### src/rtl/hazard_forward_unit.sv
// Data-hazard and forwarding unit: shadows the EX/MEM/WB destinations, drives the operand
// forwarding selects, and inserts a single-cycle load-use stall.
module hazard_forward_unit #(
    parameter int unsigned CNT_W = 16
) (
    input  logic             clk,
    input  logic             rst_n,
    input  logic             A_S_ID,
    input  logic             B_S_ID,
    input  logic             D_S_ID,
    input  logic             ID_NOP_ID,
    input  logic [4:0]       RS1_ID,
    input  logic [4:0]       RS2_ID,
    input  logic [4:0]       RD_ID,
    input  logic             RF_LE_ID,
    input  logic             L_ID,
    input  logic             FLUSH_ID,
    output logic [1:0]       FWD_A,
    output logic [1:0]       FWD_B,
    output logic [1:0]       FWD_D,
    output logic             LE_PC,
    output logic             LE_IF_ID,
    output logic             NOP_EX,
    output logic [CNT_W-1:0] STALL_CNT
);

    typedef struct packed {
        logic       v;
        logic       we;
        logic       ld;
        logic [4:0] rd;
    } entry_t;

    entry_t     ex_q, ex_d;
    entry_t     mem_q;
    // Nothing reads the load flag once an instruction leaves MEM, so WB keeps only V/WE/RD.
    logic       wb_v_q, wb_we_q;
    logic [4:0] wb_rd_q;

    logic [CNT_W-1:0] cnt_q, cnt_d;

    logic kill;
    logic load_use;
    logic hit_a, hit_b, hit_d;

    function automatic logic stage_match(input logic v, input logic we, input logic [4:0] rd,
                                         input logic [4:0] r);
        return v & we & (rd == r) & (r != 5'd0);
    endfunction

    function automatic logic [1:0] fwd_sel(input logic used, input logic [4:0] r,
                                           input entry_t ex, input entry_t mem,
                                           input logic wv, input logic wwe,
                                           input logic [4:0] wrd);
        if (!used)                                return 2'b00;
        else if (stage_match(ex.v, ex.we, ex.rd, r))    return 2'b01;
        else if (stage_match(mem.v, mem.we, mem.rd, r)) return 2'b10;
        else if (stage_match(wv, wwe, wrd, r))          return 2'b11;
        else                                            return 2'b00;
    endfunction

    always_comb begin
        kill  = ID_NOP_ID | FLUSH_ID;

        FWD_A = fwd_sel(A_S_ID & ~kill, RS1_ID, ex_q, mem_q, wb_v_q, wb_we_q, wb_rd_q);
        FWD_B = fwd_sel(B_S_ID & ~kill, RS2_ID, ex_q, mem_q, wb_v_q, wb_we_q, wb_rd_q);
        FWD_D = fwd_sel(D_S_ID & ~kill, RD_ID,  ex_q, mem_q, wb_v_q, wb_we_q, wb_rd_q);

        hit_a = A_S_ID & stage_match(ex_q.v, ex_q.we, ex_q.rd, RS1_ID);
        hit_b = B_S_ID & stage_match(ex_q.v, ex_q.we, ex_q.rd, RS2_ID);
        hit_d = D_S_ID & stage_match(ex_q.v, ex_q.we, ex_q.rd, RD_ID);

        load_use = ex_q.ld & (hit_a | hit_b | hit_d) & ~kill;

        // A flush also bubbles EX but must not freeze fetch or count as a stall.
        LE_PC    = ~load_use;
        LE_IF_ID = ~load_use;
        NOP_EX   = load_use | FLUSH_ID;

        if (kill || NOP_EX) begin
            ex_d = '0;
        end else begin
            ex_d = '{v: 1'b1, we: RF_LE_ID, ld: L_ID, rd: RD_ID};
        end

        cnt_d = cnt_q;
        if (load_use && (cnt_q != {CNT_W{1'b1}})) begin
            cnt_d = cnt_q + {{(CNT_W-1){1'b0}}, 1'b1};
        end
    end

    always_ff @(posedge clk or negedge rst_n) begin
        if (!rst_n) begin
            ex_q    <= '0;
            mem_q   <= '0;
            wb_v_q  <= 1'b0;
            wb_we_q <= 1'b0;
            wb_rd_q <= 5'd0;
            cnt_q   <= '0;
        end else begin
            ex_q    <= ex_d;
            mem_q   <= ex_q;
            wb_v_q  <= mem_q.v;
            wb_we_q <= mem_q.we;
            wb_rd_q <= mem_q.rd;
            cnt_q   <= cnt_d;
        end
    end

    assign STALL_CNT = cnt_q;

endmodule

### config.mk
export PLATFORM = sky130hd
export DESIGN_NAME = hazard_forward_unit
export DESIGN_NICKNAME = d
export VERILOG_FILES = /design/src/rtl/hazard_forward_unit.sv
export SDC_FILE = /design/constraint.sdc
export NUM_CORES = 1
export LEC_CHECK = 0
export CAP_MARGIN = 20
export CORE_AREA = 2 2 55 83
export CTS_CLUSTER_DIAMETER = 150
export DETAILED_ROUTE_END_ITERATION = 10
export DIE_AREA = 0 0 57 85
export HOLD_SLACK_MARGIN = 0.12
export PLACE_DENSITY = 0.91
export SLEW_MARGIN = 20
export SYNTH_ARGS = -nofsm -noshare
export SYNTH_HDL_FRONTEND = slang
export SYNTH_SLANG_ARGS = --single-unit
### constraint.sdc
create_clock -name clk -period 6.1 [get_ports clk]
set_clock_uncertainty 0.1 [all_clocks]
set_input_delay 1.22 -clock clk [delete_from_list [all_inputs] [get_ports clk]]
set_output_delay 1.22 -clock clk [all_outputs]
set_load 0.01 [all_outputs]
* Word-level counts from Yosys, hierarchy flattened
Index checks and enable logic that the tools add are counted.
** Operators by class
- Equal/unequal tests :: 10
- Bitwise gates (word level) :: 35
- Divide/modulo/power cells :: 0
- Muxes and demuxes :: 13
- Add/subtract/negate cells :: 1
- Multipliers :: 0
- Reduce and logical (&&, ||, !) cells :: 5
- Order comparisons :: 0
- Shifts and indexed selects :: 0
** Operators by type and width (count)
- equality test 5 bit :: 9
- bitwise AND 1 bit :: 29
- two-way mux 2 bit :: 12
- adder 16 x 1 -> 16 bit (second input constant) :: 1
- != test 16 bit (second input constant) :: 1
- nonzero test 5 bit :: 3
- two-way mux 8 bit :: 1
- OR 1 bit :: 4
- NOT 1 bit :: 2
- logical AND 1 bit :: 1
- logical OR 1 bit :: 1
** Word-level totals
- Latch bits :: 0
- Bits in registers :: 38
- Logic and storage cells :: 75
- Input bits :: 24
- Memories :: 0
- RAM bits :: 0
- Output and inout port bits :: 25
- Bits in read-only memories :: 0

* Longest topological paths before layout
- Depth in word-level cells :: 11
- Mapped depth :: 7
- Depth with buffers taken out :: 7

* Worst setup path after synthesis
OpenSTA, ideal clock, no wires.
- Path type :: input -> output
- Start point :: input port RD_ID[1]
- End point :: output port LE_PC
- Required time :: 4780 ps
- Arrival :: 2789 ps
- Setup slack :: 1991 ps
- Stages on the path :: 6
- Path buffers :: 1
- Cell sequence :: or4_1 > nor2_2 > nor4_2 > a221oi_4 > nand2b_1 > buf_4
** Between the ends
- Longest elaborated chain between the ends :: 8
- Elaborated cells on any way between the ends :: 9
- Classes of those cells :: eq/ne: 1; bitwise: 7; reduce/logical: 1
** Ends and longest elaborated chain
- from (decl) :: RTL line 14 : input logic [4:0] RD_ID,
- equality test 5 bit :: RTL line 48 : return v & we & (rd == r) & (r != 5'd0);
- bitwise AND 1 bit :: RTL line 48
- bitwise AND 1 bit (*) :: RTL line 48
- bitwise AND 1 bit (*) :: RTL line 71 : hit_d = D_S_ID & stage_match(ex_q.v, ex_q.we, ex_q.rd, RD_ID);
- OR 1 bit (*) :: RTL line 73 : load_use = ex_q.ld & (hit_a | hit_b | hit_d) & ~kill;
- bitwise AND 1 bit (*) (2 in a row) :: RTL line 73
- NOT 1 bit (*)
- to (decl) :: RTL line 21 : output logic LE_PC,
Mark *: on every way between the ends. The rest lies on a longest branch, timed or not.

* Worst setup path in the final report
- Start point :: input port RD_ID[1]
- End point :: output port LE_PC
** Between the ends
- Longest elaborated chain between the ends :: 8
- Elaborated cells on any way between the ends :: 9
- Classes of those cells :: eq/ne: 1; bitwise: 7; reduce/logical: 1
** Ends and longest elaborated chain
- equality test 5 bit :: RTL line 48
- bitwise AND 1 bit :: RTL line 48
- bitwise AND 1 bit (*) :: RTL line 48
- bitwise AND 1 bit (*) :: RTL line 71
- OR 1 bit (*) :: RTL line 73
- bitwise AND 1 bit (*) (2 in a row) :: RTL line 73
- NOT 1 bit (*) :: RTL line 76 : LE_PC = ~load_use;
Marks and branches as above.

==> metrics.md <==
| Metric | Value |
|---|---|
| Status | completed |
| Layout Utilization | 0.676 |
| Number of global-route vias before repair | roughly 1900 |
| #FFs+latches synth | 38 |
| Power density over the cells | ~180 mW/mm² |
| Total GRT Usage | 0.235 |
| Min Clock Period, post-route | 5260 ps |
| Worst-margin pin slew | ~820 ps |
| CP dominant cell by count | clkdlybuf4s50_1 |
| CTS sink count | 38 |
| Post-synth cell types | 31 |
| Cell Area, Synth | ~0.0022 mm² |
| CP bufs+invs | 3 |
| CP Max Fanout | 17 |
| Clock transition at path regs | around 70 ps |
| Root buffer cell | clkbuf_8 |
| Initial antenna violation count | 0 |
| WL per Instance | between 15 and 20 µm |
| Post-CTS sizing | 0 |
| Synth warn | 0 |
| Placed cells | 300 |
| Final period utilization | 0.863 |
| Hold Crit Class | reg -> reg |
| Mapped Nets | between 200 and 250 |
| Critical path's largest stage delay | around 600 ps |
| Number of buffers created by CTS | 5 |
| Maximum VDD drop | 0.000161 V |
| Number of cells on the worst reg-to-reg path | 7 |
| Area of the core | about 0.0041 mm² |
| CTS Buffer Depth | 2 |
| Die ar. | 0.00485 mm² |
| Share of cells above drive strength 1 | 0.107 |
| Reg-to-reg critical path startpoint | ex_q[0] |
| Max-Cap Viols | 0 |
| I/O pin cnt | 49 |
| Achievable Freq | roughly 0.19 GHz |
| Critical path origin | RD_ID[1] |
| Crit-path slowest cell | or4_1 |
| DR pass1 iterations | 4 |
| Antenna-violating nets left | 0 |
| Setup-failing EPs final | 0 |
| Sequential area share after synthesis | 0.436 |
| Largest net degree at the start of global routing | 39 |
| Global route overflow | 0 |
| Hold Fails Final Rpt | 0 |
| Syn Inst Count | slightly above 200 |
| Final max-slew violation count | 0 |
| DRC | 0 |
| Unrepaired setup endpoints after global routing | no |
| DIE WIDTH | 57 µm |
| WL final | 5180 µm |
| Via/cell ratio | 5.75 |
| Critical path launch point type | input pin |
| Critical-path cell list | clkdlybuf4s50_1, or4_1, nor2_2, nor4_2, a221oi_4, buf_4, nand2b_1, clkdlybuf4s50_1 |
| Reg2Reg Setup Slack | ~3600 ps |
| Starting density of the core | 0.528 |
| FF-to-FF End | STALL_CNT[4] |
| Rel. slew slack | 0.451 |
| Worst EP required | about 4800 ps |
| Clock latency on the worst-skew pair | approximately 290 ps |
| Gpl congestion | about 0.87 |
| Crit Path Class | in -> out |
| CP endpoint kind | primary output |
| Number of fill cells | 319 |
| Number of antenna diodes | 0 |
| Syn Area/Cell | between 10 and 15 µm² |
| Cell family with most CP delay | buffers and inverters |
| Crit path to | LE_PC |
| DP HPWL | 3990 µm |
| Pleak | around 0.0011 µW |
| Setup_tns | 0 ps |
| FP Rows | 29 |
| Synth-to-layout area growth | 28.1% |
| PortBufs | between 40 and 50 |
| Chip Height | between 80 and 90 µm |
| Critical path arrival | about 4000 ps |
| H-tree Lvls | 2 |
| CTS tree | yes |
| Postcts setup bufs | 0 |
| Hold_buf cts | 0 |
| Layout net count | ~290 |
| First-pass GRT wire length | about 8700 µm |
| Routed vias | ~1800 |
| Non-Filler Instances | 308 |
| CP Depth | 8 |
| Initial DRC Count | 55 |
report_power, final:
| part | internal (µW) | switching, µW | total [µW] | leakage (µW) |
|---|---|---|---|---|
| clock network | 91.1 | 81.9 | 173 | 0.0000482 |
| registers | 258 | 8.43 | 266 | 0.000513 |
| logic | 31.7 | 29.6 | 61.3 | 0.000548 |
| total | 380 | 120 | 500 | 0.00111 |
logic make-up (layout without fill, tap and decap cells):
group | count (synthesis) | count (layout) | synth area share
multiplexers | 2 | 2 | 0.0138
buffers and inverters | 6 | 61 | 0.0155
AND/OR/NAND/NOR | 96 | 96 | 0.269
adder cells (fa/ha/maj) | 1 | 1 | 0.00573
AO/OA/AOI/OAI | 7 | 7 | 0.0315
XOR/XNOR | 57 | 57 | 0.229
flip-flops | 38 | 38 | 0.436
worst reg2reg max path, stage by stage (launching register included):
cell and delay (ps):
dfrtp_1 460, clkinv_1 120, a221o_1 380, nor4_4 420, a221oi_4 100, buf_4 230
nor4b_2 380, xor2_1 190
cells in the mapped netlist:
master	number	area (µm²)
dfrtp_1	38	951
xnor2_1	36	315
xor2_1	21	184
nand2_1	18	67.6
nor2_1	12	45.0
nand4_1	11	68.8
nand3_1	9	45.0
and2_1	8	50.1
nor3_2	8	80.1
nor4_1	6	37.5
nand2b_1	5	31.3
or4_1	5	37.5
a21oi_1	3	15.0
inv_1	3	11.3
nor2_2	3	18.8
nor3_1	3	15.0
nor3b_1	3	22.5
mux2_4	2	30.0
a221o_1	1	10.0
a221oi_4	1	26.3
buf_4	1	7.51
buf_6	1	11.3
clkinv_1	1	3.75
ha_1	1	12.5
nand3b_1	1	7.51
nor3b_2	1	12.5
nor4_2	1	12.5
nor4_4	1	21.3
nor4b_2	1	15.0
o21a_2	1	8.76
o221ai_1	1	8.76
metal layers:
metal,track usage,up-vias,wire length [µm]
met2,0.420,65,2800
li1,-,821,-
met5,0,-,0
met3,0.0412,12,260
met1,0.255,872,1970
met4,0.129,0,152
area by class of cell:
cell class,count,area [µm²],area share
Inverter,4,15.0,0.00537
Clock inverter,1,5.00,0.00179
Clock buffer,7,86.3,0.0309
Sequential cell,38,951,0.340
Tap cell,46,57.6,0.0206
Multi-Input combinational cell,163,1200,0.429
Timing Repair Buffer,49,483,0.173
per-stage QoR:
| step | hold slack, ps | cell area, µm² | setup WS, ps | power, µW |
|---|---|---|---|---|
| final | 279 | 2800 | 836 | 500 |
| after floorplan | 254 | 2180 | 1990 | 297 |
| after CTS | 285 | 2800 | 849 | 506 |
| after global routing | 294 | 2800 | 721 | 520 |
| after global placement | 256 | 2710 | 932 | 329 |
| after detailed placement | 269 | 2710 | 835 | 332 |
worst min-delay path by stage:
stage                   from      end  depth (start not counted)
floorplan           mem_q[6]  wb_we_q                          0
global placement    mem_q[7]   wb_v_q                          0
detailed placement  mem_q[6]  wb_we_q                          0
CTS                 mem_q[6]  wb_we_q                          0
global route        mem_q[7]   wb_v_q                          0
finish              mem_q[6]  wb_we_q                          0
layout by cell type (no fill, tap or decap), types with 5 or more instances in the layout:
cell type,netlist,routed
clkdlybuf4s50_1,0,47
dfrtp_1,38,38
xnor2_1,36,36
xor2_1,21,21
nand2_1,18,18
nor2_1,12,12
nand4_1,11,11
nand3_1,9,9
and2_1,8,8
nor3_2,8,8
nor4_1,6,6
clkbuf_8,0,6
or4_1,5,5
nand2b_1,5,5
flip-flops by register name (all words and copies together), names as in the netlist:
signal     count
ex_q           8
mem_q          7
STALL_CNT     16
wb_we_q        1
wb_rd_q        5
wb_v_q         1
Note: power is estimated with default switching activity, not from simulation.
